==> src/rtl/led_pkg.sv <==
// Shared constants for the LED serial driver and receiver.
// Latency: n/a (package only).
// Backpressure: n/a (package only).
package led_pkg;

  // Bits per frame sent by the LED driver.
  localparam int LED_FRAME_W = 16;

  // Edge polarity selector for edge detectors.
  typedef enum logic {
    EDGE_FALL = 1'b0,
    EDGE_RISE = 1'b1
  } edge_t;

  // led_clr clears the chain while low; led_pen latches on its rising edge.
  localparam logic  LED_CLR_ACTIVE     = 1'b0;
  localparam edge_t LED_PEN_LATCH_EDGE = EDGE_RISE;

  // Bit counter width: enough for WIDTH plus one spare bit, so over-length
  // frames stay distinguishable from full ones before saturating.
  function automatic int led_cnt_w(input int width);
    return $clog2(width + 1) + 1;
  endfunction

endpackage

==> src/rtl/sync_edge.sv <==
// Synchroniser for one asynchronous line, with optional edge detector.
// Latency: STAGES clk to sync; edge pulse visible in the same cycle sync changes.
// Backpressure: none; free-running sampler.
module sync_edge
  import led_pkg::*;
#(
  parameter int    STAGES   = 2,
  parameter bit    EDGE_DET = 1'b1,
  parameter edge_t EDGE_POL = EDGE_RISE
) (
  input  logic clk,
  input  logic reset,
  input  logic d,
  output logic sync,
  output logic rise
);

  logic [STAGES-1:0] chain;

  // Synchroniser chain, cleared on reset so idle lines read as 0.
  always_ff @(posedge clk or negedge reset) begin
    if (!reset) chain <= '0;
    else        chain <= {chain[STAGES-2:0], d};
  end

  assign sync = chain[STAGES-1];

  if (EDGE_DET) begin : g_edge
    logic dly;

    // One-cycle delay of the synchronised level for edge detection.
    always_ff @(posedge clk or negedge reset) begin
      if (!reset) dly <= 1'b0;
      else        dly <= sync;
    end

    assign rise = (EDGE_POL == EDGE_RISE) ? (sync & ~dly) : (~sync & dly);
  end else begin : g_no_edge
    assign rise = 1'b0;
  end

endmodule

==> src/rtl/led_serial_rx.sv <==
// Deserialises the led_clk/led_do/led_clr/led_pen stream into a parallel word.
// Latency: valid pulses SYNC_STAGES+1 clk after the led_pen rising edge.
// Backpressure: none; each latched frame is presented once as a 1-clk valid pulse.
module led_serial_rx
  import led_pkg::*;
#(
  parameter int WIDTH       = LED_FRAME_W,
  parameter int SYNC_STAGES = 2
) (
  input  logic                          clk,
  input  logic                          reset,
  input  logic                          led_clk,
  input  logic                          led_do,
  input  logic                          led_clr,
  input  logic                          led_pen,
  output logic [WIDTH-1:0]              data,
  output logic                          valid,
  output logic                          frame_err,
  output logic [led_cnt_w(WIDTH)-1:0]   bit_cnt
);

  localparam int               CNT_W    = led_cnt_w(WIDTH);
  localparam logic [CNT_W-1:0] CNT_FULL = CNT_W'(WIDTH);
  localparam logic [CNT_W-1:0] CNT_MAX  = '1;
  localparam logic [CNT_W-1:0] CNT_ONE  = CNT_W'(1);

  logic             clk_sync_unused, pen_sync_unused;
  logic             do_rise_unused, clr_rise_unused;
  logic             clk_rise, pen_rise;
  logic             do_sync, clr_sync;
  logic             clr_act;
  logic [WIDTH-1:0] sr;
  logic [CNT_W-1:0] cnt_inc;

  sync_edge #(.STAGES(SYNC_STAGES), .EDGE_DET(1'b1), .EDGE_POL(EDGE_RISE)) u_clk (
    .clk(clk), .reset(reset), .d(led_clk), .sync(clk_sync_unused), .rise(clk_rise)
  );

  sync_edge #(.STAGES(SYNC_STAGES), .EDGE_DET(1'b1), .EDGE_POL(LED_PEN_LATCH_EDGE)) u_pen (
    .clk(clk), .reset(reset), .d(led_pen), .sync(pen_sync_unused), .rise(pen_rise)
  );

  sync_edge #(.STAGES(SYNC_STAGES), .EDGE_DET(1'b0)) u_do (
    .clk(clk), .reset(reset), .d(led_do), .sync(do_sync), .rise(do_rise_unused)
  );

  sync_edge #(.STAGES(SYNC_STAGES), .EDGE_DET(1'b0)) u_clr (
    .clk(clk), .reset(reset), .d(led_clr), .sync(clr_sync), .rise(clr_rise_unused)
  );

  assign clr_act = (clr_sync == LED_CLR_ACTIVE);
  assign cnt_inc = (bit_cnt == CNT_MAX) ? bit_cnt : bit_cnt + CNT_ONE;

  // Shift chain and output latch: clear beats latch beats shift. A latch in
  // the same cycle as a shift captures the pre-shift chain, then the new bit
  // becomes the first bit of the next frame.
  always_ff @(posedge clk or negedge reset) begin
    if (!reset) begin
      sr        <= '0;
      data      <= '0;
      valid     <= 1'b0;
      frame_err <= 1'b0;
      bit_cnt   <= '0;
    end else begin
      valid <= 1'b0;
      if (clr_act) begin
        sr      <= '0;
        bit_cnt <= '0;
      end else begin
        if (pen_rise) begin
          data      <= sr;
          valid     <= 1'b1;
          frame_err <= (bit_cnt != CNT_FULL);
        end
        if (clk_rise) begin
          sr      <= {sr[WIDTH-2:0], do_sync};
          bit_cnt <= pen_rise ? CNT_ONE : cnt_inc;
        end else if (pen_rise) begin
          bit_cnt <= '0;
        end
      end
    end
  end

endmodule

==> config.mk <==
export PLATFORM = sky130hd
export DESIGN_NAME = led_serial_rx
export DESIGN_NICKNAME = d
export VERILOG_FILES = /design/src/rtl/led_pkg.sv /design/src/rtl/sync_edge.sv /design/src/rtl/led_serial_rx.sv
export SDC_FILE = /design/constraint.sdc
export NUM_CORES = 1
export LEC_CHECK = 0
export CORE_ASPECT_RATIO = 1.2
export CORE_MARGIN = 4
export CORE_UTILIZATION = 50
export CTS_BUF_LIST = sky130_fd_sc_hd__clkbuf_16
export DETAILED_ROUTE_END_ITERATION = 8
export PLACE_DENSITY = 0.75
export RECOVER_POWER = 100
export SKIP_CTS_REPAIR_TIMING = 1
export SYNTH_ARGS = -nofsm -noshare
export SYNTH_HDL_FRONTEND = slang
export SYNTH_SLANG_ARGS = --single-unit
==> constraint.sdc <==
create_clock -name clk -period 2.6 [get_ports clk]
set_input_delay 0.65 -clock clk [delete_from_list [all_inputs] [get_ports clk]]
set_output_delay 0.65 -clock clk [all_outputs]
set_load 0.01 [all_outputs]
After elaboration in Yosys (flattened, before gate mapping)

Index checks and enable logic that the tools add are counted.

Add/sub/neg operators: 1
Eq/ne operators: 5
Mux-type cells: 9
Bitwise operators: 4
Reduce and logical (&&, ||, !) cells: 2

Operators by type and width:

| operator                                       | number |
|---|---|
| two-way mux 16 bit                             | 2 |
| two-way mux 6 bit                              | 5 |
| adder 6 x 1 -> 6 bit (second input constant)   | 1 |
| == test 6 bit (second input constant)          | 1 |
| != test 3 bit (second input constant)          | 2 |
| != test 6 x 5 -> 1 bit (second input constant) | 1 |
| AND reduction 2 bit                            | 2 |
| bitwise AND 1 bit                              | 2 |
| two-way mux 1 bit                              | 2 |
| != test 2 bit (second input constant)          | 1 |
| NOT 1 bit                                      | 2 |

Flip-flop bits (word level): 50
Input bits: 6
Output and inout bits: 24
Logic and storage cells: 32

Longest topological paths before layout

Gate-level depths: netlist of the first run.

Depth after elaboration: 5
Depth in mapped cells: 5
Depth with buffers taken out: 5

Cells and area by module

Synthesis of the first run repeated with hierarchy kept, for this count alone.

Cell total of the unflattened synthesis: 148
Area, all modules: 2,030.7 sq um

Modules (own cells, without submodules):

| module                | instances | cells each | area each (sq um) | seq. area each (sq um) |
|---|---|---|---|---|
| led_serial_rx         | 1         | 132        | 1,730.4           | 1,001.0 |
| sync_edge (u_clk ...) | 2         | 4          | 88.8              | 75.1 |
| sync_edge (u_clr ...) | 2         | 4          | 61.3              | 50.0 |

Worst setup path before layout of the first run

Ideal clock, no wire load.

Path type: register -> register
Start point: register bit_cnt[0]
End point: register bit_cnt[1]
Library setup time: 0.121 ns
Arrival: 1.339 ns
Required time: 2.479 ns
Path slack: 1.140 ns
Cell stages (with the launch flop): 6
Path buffers: 0
Clock period less this slack: 1.460 ns
Path through: dfrtp_1 ha_1 and3_4 a31o_2 mux2i_1 nor2_1

Word-level cells in the longest chain between the ends: 5
Elaborated cells between the ends (all ways): 8
Classes of those cells: 1 x add/sub; 2 x eq/ne; 4 x mux; 1 x reduce/logical

RTL lines:

| element                | RTL line            | source |
|---|---|---|
| from (decl)            | led_serial_rx.sv:19 | `output logic [led_cnt_w(WIDTH)-1:0] bit_cnt` |
| from (signal assigned) | led_serial_rx.sv:77 | `bit_cnt <= pen_rise ? CNT_ONE : cnt_inc;` |
| adder 6 x 1 -> 6 bit   | led_serial_rx.sv:52 | `assign cnt_inc = (bit_cnt == CNT_MAX) ? bit_cnt : bit_cnt + CNT_ONE;` |
| two-way mux 6 bit      | led_serial_rx.sv:52 |  |
| two-way mux 6 bit      | led_serial_rx.sv:77 |  |
| two-way mux 6 bit      | led_serial_rx.sv:75 | `if (clk_rise) begin` |
| two-way mux 6 bit      | led_serial_rx.sv:66 | `if (clr_act) begin` |

Parallel ways exist; a longest one is shown, timed or not. The select of a mux whose other input is x is not followed.
A chain may end at the register's enable or synchronous reset.

Worst setup path after layout of the first run

Start point: register bit_cnt[3]
End point: output bit_cnt[3]

No word-level cell between the ends.

==> results of run 1 <==
[final cells by class]
type / count / area, um2 / area share (%)
clock inverters: 3 / 16.3 / 0.665
flip-flops and latches: 50 / 1250 / 51.1
clock buffers: 5 / 125 / 5.11
multi-input cells: 100 / 686 / 28.0
well taps: 54 / 67.6 / 2.76
inverters: 3 / 11.3 / 0.460
repair buffers: 30 / 290 / 11.9
[synthesized netlist by cell type, drive strengths merged]
library cell and count:
and3 1, o21ai 1, ha 2, nor2b 1, nor4b 1, nand2b 2, nand3 3, a31oi 2
and2b 1, and4 1, mux2 16, a31o 1, a21boi 17, nand2 37, a41oi 1, nor3 2
mux2i 1, o21bai 1, a21oi 2, a21o 1, dfrtp 50, buf 7, clkbuf 1, nor4 2
inv 3, xnor2 1, nor2 3
[power by group]
| group | internal (uW) | switching [uW] | leakage [uW] | total, uW |
|---|---|---|---|---|
| clock | 351 | 266 | 0.0000672 | 617 |
| sequential | 793 | 11.6 | 0.000671 | 805 |
| combinational | 29.5 | 41.1 | 0.000432 | 70.5 |
[logic make-up (layout without fill, tap and decap cells)]
family | count (synthesis) | after routing | synth area share [%]
compound gates | 26 | 26 | 9.31
xor+xnor | 1 | 1 | 0.434
fa+ha+maj | 2 | 2 | 1.24
buf+inv | 11 | 41 | 3.35
flops | 50 | 50 | 62.0
mux | 17 | 17 | 9.43
simple gates | 54 | 54 | 14.2
[path summary, 6_finish.rpt]
path                             endpoint  slack (ps)      startpoint
setup / recovery               bit_cnt[3]         520      bit_cnt[3]
hold / removal             u_clr.chain[1]         350  u_clr.chain[0]
setup reg to reg                  data[2]         750  u_clr.chain[1]
hold reg to reg            u_clr.chain[1]         350  u_clr.chain[0]
max in group asynchronous          sr[13]        1210           reset
min in group asynchronous      bit_cnt[3]         680           reset
[sequential cells by signal, indices dropped and copies added, names as in the netlist]
register and flops:
u_clk.chain 2, frame_err 1, valid 1, u_pen.g_edge.dly 1
u_clr.chain 2, data 16, u_pen.chain 2, u_do.chain 2
sr 16, u_clk.g_edge.dly 1, bit_cnt 6
[per-stage QoR]
step           util [%]  area [um2]
5_1_grt            62.6        2450
3_3_place_gp       59.7        2330
3_5_place_dp       59.7        2330
4_1_cts            63.3        2470
6_report           62.6        2450
2_1_floorplan         -        2020
[metal layers]
| layer | GRT usage, % | vias up |
|---|---|---|
| li1 | - | 603 |
| met1 | 19.8 | 619 |
| met2 | 25.1 | 46 |
| met3 | 5.35 | 5 |
| met4 | 7.11 | 0 |
| met5 | 0 | - |
[worst register-to-register path, stage by stage (launching register included)]
cell and delay (ps):
dfrtp_1 640, nand2_1 610, mux2_2 480
==> impl_metrics.json, run 1 <==
{
  "outcome": "completed",
  "cp_data_required_time_ps": 1950,
  "grt_max_degree": 51,
  "clock_latency_ps": 290,
  "setup_tns_ps": 0,
  "total_power_uw": 1490,
  "drtPass1Iterations": 4,
  "finalMaxSlewViolations": 0,
  "dieArea_um2": 5120,
  "final_cell_mix": "dfrtp_1, nand2_1, dlygate4sd3_1, a21boi_0, mux2_2",
  "path_cells": "dlygate4sd3_1",
  "rr_worst_depth": 2,
  "clock_skew_ps": 3.84,
  "antenna_cells": 0,
  "ys_warn_count": 0,
  "synth_area_leaders": "dfrtp_1, mux2_2, nand2_1",
  "ant_nets": 0,
  "die_x_um": 66.0,
  "synth_area_per_cell_um2": 12.5,
  "vias": 1273,
  "seq_area_frac_synth_pct": 62.0,
  "routed.top_layer": "met4",
  "instances_no_fill": 245,
  "cts_buffer_depth": 2,
  "drt_iter0_drc": 61,
  "clkTransAtPathRegs_ps": 60,
  "hold_slack_ps": 351,
  "worst_pin_slew_ps": 1180,
  "wl_met2_um": 1800,
  "fp-row-count": 25,
  "p_per_area_nw_per_um2": 610,
  "fin_crit_ps": 2080,
  "synthesis.instances": 161,
  "n_fill_cell": 315,
  "dp_hpwl_um": 2290,
  "nets": 198,
  "layout_commonest_cell": "dfrtp_1",
  "p_leak_uw": 0.00117,
  "hold_viol_final": 0,
  "synth_top_cell_by_area": "dfrtp_1",
  "cts_tree": "yes",
  "critical_path.slowest_cell": "dlygate4sd3_1",
  "grt_usage_pct": 16.0,
  "cap_viol_max_count": 0,
  "worst-path-stages": 1,
  "met1_length_um": 1410,
  "dp_slack_ps": 873,
  "io_buffers": 29,
  "synthesis.area_um2": 2020,
  "met3_length_um": 198,
  "htreeDepth": 2,
  "cp_top_family": "buffers and inverters",
  "layout-drive-gt1-share_pct": 16.2,
  "cts.sinks": 50,
  "cp-start-kind": "flip-flop",
  "numCtsBuffers": 5,
  "die_height_um": 77.6,
  "ir_drop_mv": 0.494,
  "syn2layout_area_growth_pct": 21.3,
  "yosys.cell_types.count": 34,
  "path_class": "reg2out",
  "worstHoldPathCells": 0,
  "grt_pass1_wl_um": 6180,
  "slew_headroom_pct": 21.5,
  "vias_per_cell": 5.20,
  "grt_overflow": 0,
  "synth_top_cell_area_share_pct": 62.0,
  "ios": 30,
  "finalWeightedCongestion": 0.927,
  "finalSetupViolations": 0,
  "grt_pass1_vias": 1290,
  "wl_per_cell_um": 14.2,
  "max_freq_ghz": 0.481,
  "synth_nets": 169,
  "synth.ff_latch_count": 50,
  "initial_utilization_pct": 51.6,
  "drc": 0,
  "cts-root-buf": "clkbuf_16",
  "slowest_delay_ps": 650,
  "critical_path_buf_inv_count": 1,
  "fin_crit_sh_pct": 80.0,
  "rsz0062_at_grt": "false",
  "worst_slack_ps": 520,
  "core_area_um2": 3910,
  "crit_arrival_ps": 1430,
  "totalWireLength_um": 3470,
  "end_kind": "output pin",
  "min_path_type": "reg2reg",
  "antenna_found_initial": 0,
  "cp_max_fo": 9,
  "place_inst": 237
}
Note: power is estimated with default switching activity, not from simulation.
==> run 2, diff against run 1 <==
==> constraint.sdc (replaced) <==
create_clock -name clk -period 2 [get_ports clk]
set_input_delay 0.5 -clock clk [delete_from_list [all_inputs] [get_ports clk]]
set_output_delay 0.5 -clock clk [all_outputs]
set_load 0.01 [all_outputs]
==> impl_metrics.json, run 2 (synthesized netlist as in run 1, its figures left out) <==
{
  "outcome": "completed",
  "max_freq_ghz": 0.525,
  "critical_path_buf_inv_count": 1,
  "finalMaxSlewViolations": 0,
  "layout_commonest_cell": "dfrtp_1",
  "syn2layout_area_growth_pct": 23.6,
  "drt_iter0_drc": 73,
  "place_area_um2": 2340,
  "grt_pass1_wl_um": 6460,
  "fin_crit_ps": 1900,
  "numCtsBuffers": 5,
  "hold_viol_final": 0,
  "critical_path.slowest_cell": "dlygate4sd3_1",
  "fp-row-count": 25,
  "dieArea_um2": 5120,
  "ir_drop_mv": 0.651,
  "finalWeightedCongestion": 0.851,
  "top_regs": "data (16), sr (16), bit_cnt (6)",
  "cts.sinks": 50,
  "grt_overflow": 0,
  "antenna_cells": 0,
  "layout-drive-gt1-share_pct": 15.1,
  "n_fill_cell": 314,
  "die_height_um": 77.6,
  "slowest_delay_ps": 650,
  "p_leak_uw": 0.00119,
  "min_path_type": "reg2reg",
  "place_inst": 238,
  "dp_hpwl_um": 2430,
  "slew_headroom_pct": 12.6,
  "cap_viol_max_count": 0,
  "rsz0062_at_grt": "false",
  "end_kind": "output pin",
  "stdcell_area_um2": 2490,
  "cp_top_family": "buffers and inverters",
  "wl_per_cell_um": 14.5,
  "total_power_uw": 2200,
  "vias": 1289,
  "worst_pin_slew_ps": 1310,
  "clock_latency_ps": 280,
  "cp-start-kind": "flip-flop",
  "cts_buffer_depth": 2,
  "initial_utilization_pct": 51.6,
  "io_buffers": 29,
  "setup_tns_ps": 0,
  "path_class": "reg2out",
  "cp_data_required_time_ps": 1500,
  "fin_crit_sh_pct": 95.2,
  "vias_per_cell": 5.24,
  "clkTransAtPathRegs_ps": 70,
  "drtPass1Iterations": 5,
  "grt_pass1_vias": 1347,
  "grt_max_degree": 29,
  "cp_max_fo": 8,
  "antenna_found_initial": 0,
  "crit_arrival_ps": 1400,
  "nets": 199,
  "path_cells": "dlygate4sd3_1",
  "instances_no_fill": 246,
  "core_area_um2": 3910,
  "cts-root-buf": "clkbuf_16",
  "cts_tree": "yes",
  "grt_usage_pct": 16.4,
  "ios": 30,
  "die_x_um": 66.0,
  "totalWireLength_um": 3580,
  "ant_nets": 0,
  "p_per_area_nw_per_um2": 881,
  "clock_skew_ps": 6.22,
  "drc": 0,
  "htreeDepth": 2,
  "hold_slack_ps": 356,
  "finalSetupViolations": 0,
  "final_cell_mix": "dfrtp_1, nand2_1, dlygate4sd3_1, a21boi_0, mux2_2"
}
run 2: power breakdown:
group | total (uW) | leakage, uW | switching (uW) | internal, uW
Combinational | 99.2 | 0.000431 | 57.6 | 41.5
Clock | 1060 | 0.0000915 | 344 | 712
Sequential | 1040 | 0.000671 | 11.4 | 1030
Total | 2200 | 0.00119 | 413 | 1780
run 2: area by class of cell:
cell class                      instances  area [um2]  area share [%]
Sequential cell                        50        1250            50.2
Multi-Input combinational cell        100         663            26.6
Timing Repair Buffer                   31         312            12.5
Clock buffer                            5         125            5.02
Tap cell                               54        67.6            2.71
Clock inverter                          3        63.8            2.56
Inverter                                3        11.3           0.452
run 2: worst paths after layout:
path | endpoint | cells past startpoint | start | slack, ps
hold / removal | u_clk.chain[1] | 0 | u_clk.chain[0] | 360
setup reg to reg | data[5] | 3 | u_pen.chain[1] | 340
hold reg to reg | u_clk.chain[1] | 0 | u_clk.chain[0] | 360
max in group asynchronous | u_clk.g_edge.dly | 1 | reset | 730
setup / recovery | bit_cnt[2] | 1 | bit_cnt[2] | 100
min in group asynchronous | bit_cnt[3] | 1 | reset | 490
run 2: layer usage:
metal | GRT usage (%) | wire length [um] | part of all wire (%) | up-vias
met5 | 0 | 0 | 0 | -
met4 | 6.10 | 69 | 1.9 | 0
met3 | 4.92 | 170 | 4.8 | 6
met2 | 26.0 | 1830 | 51 | 35
met1 | 21.2 | 1500 | 42 | 644
li1 | - | - | - | 604
run 2: through the flow:
| stage | setup WS (ps) | utilization, % |
|---|---|---|
| after floorplan | 540 | - |
| after detailed placement | 434 | 59.9 |
| after global placement | 478 | 59.9 |
| after CTS | 124 | 64.7 |
| after global routing | 43.1 | 63.8 |
| final | 96.6 | 63.8 |
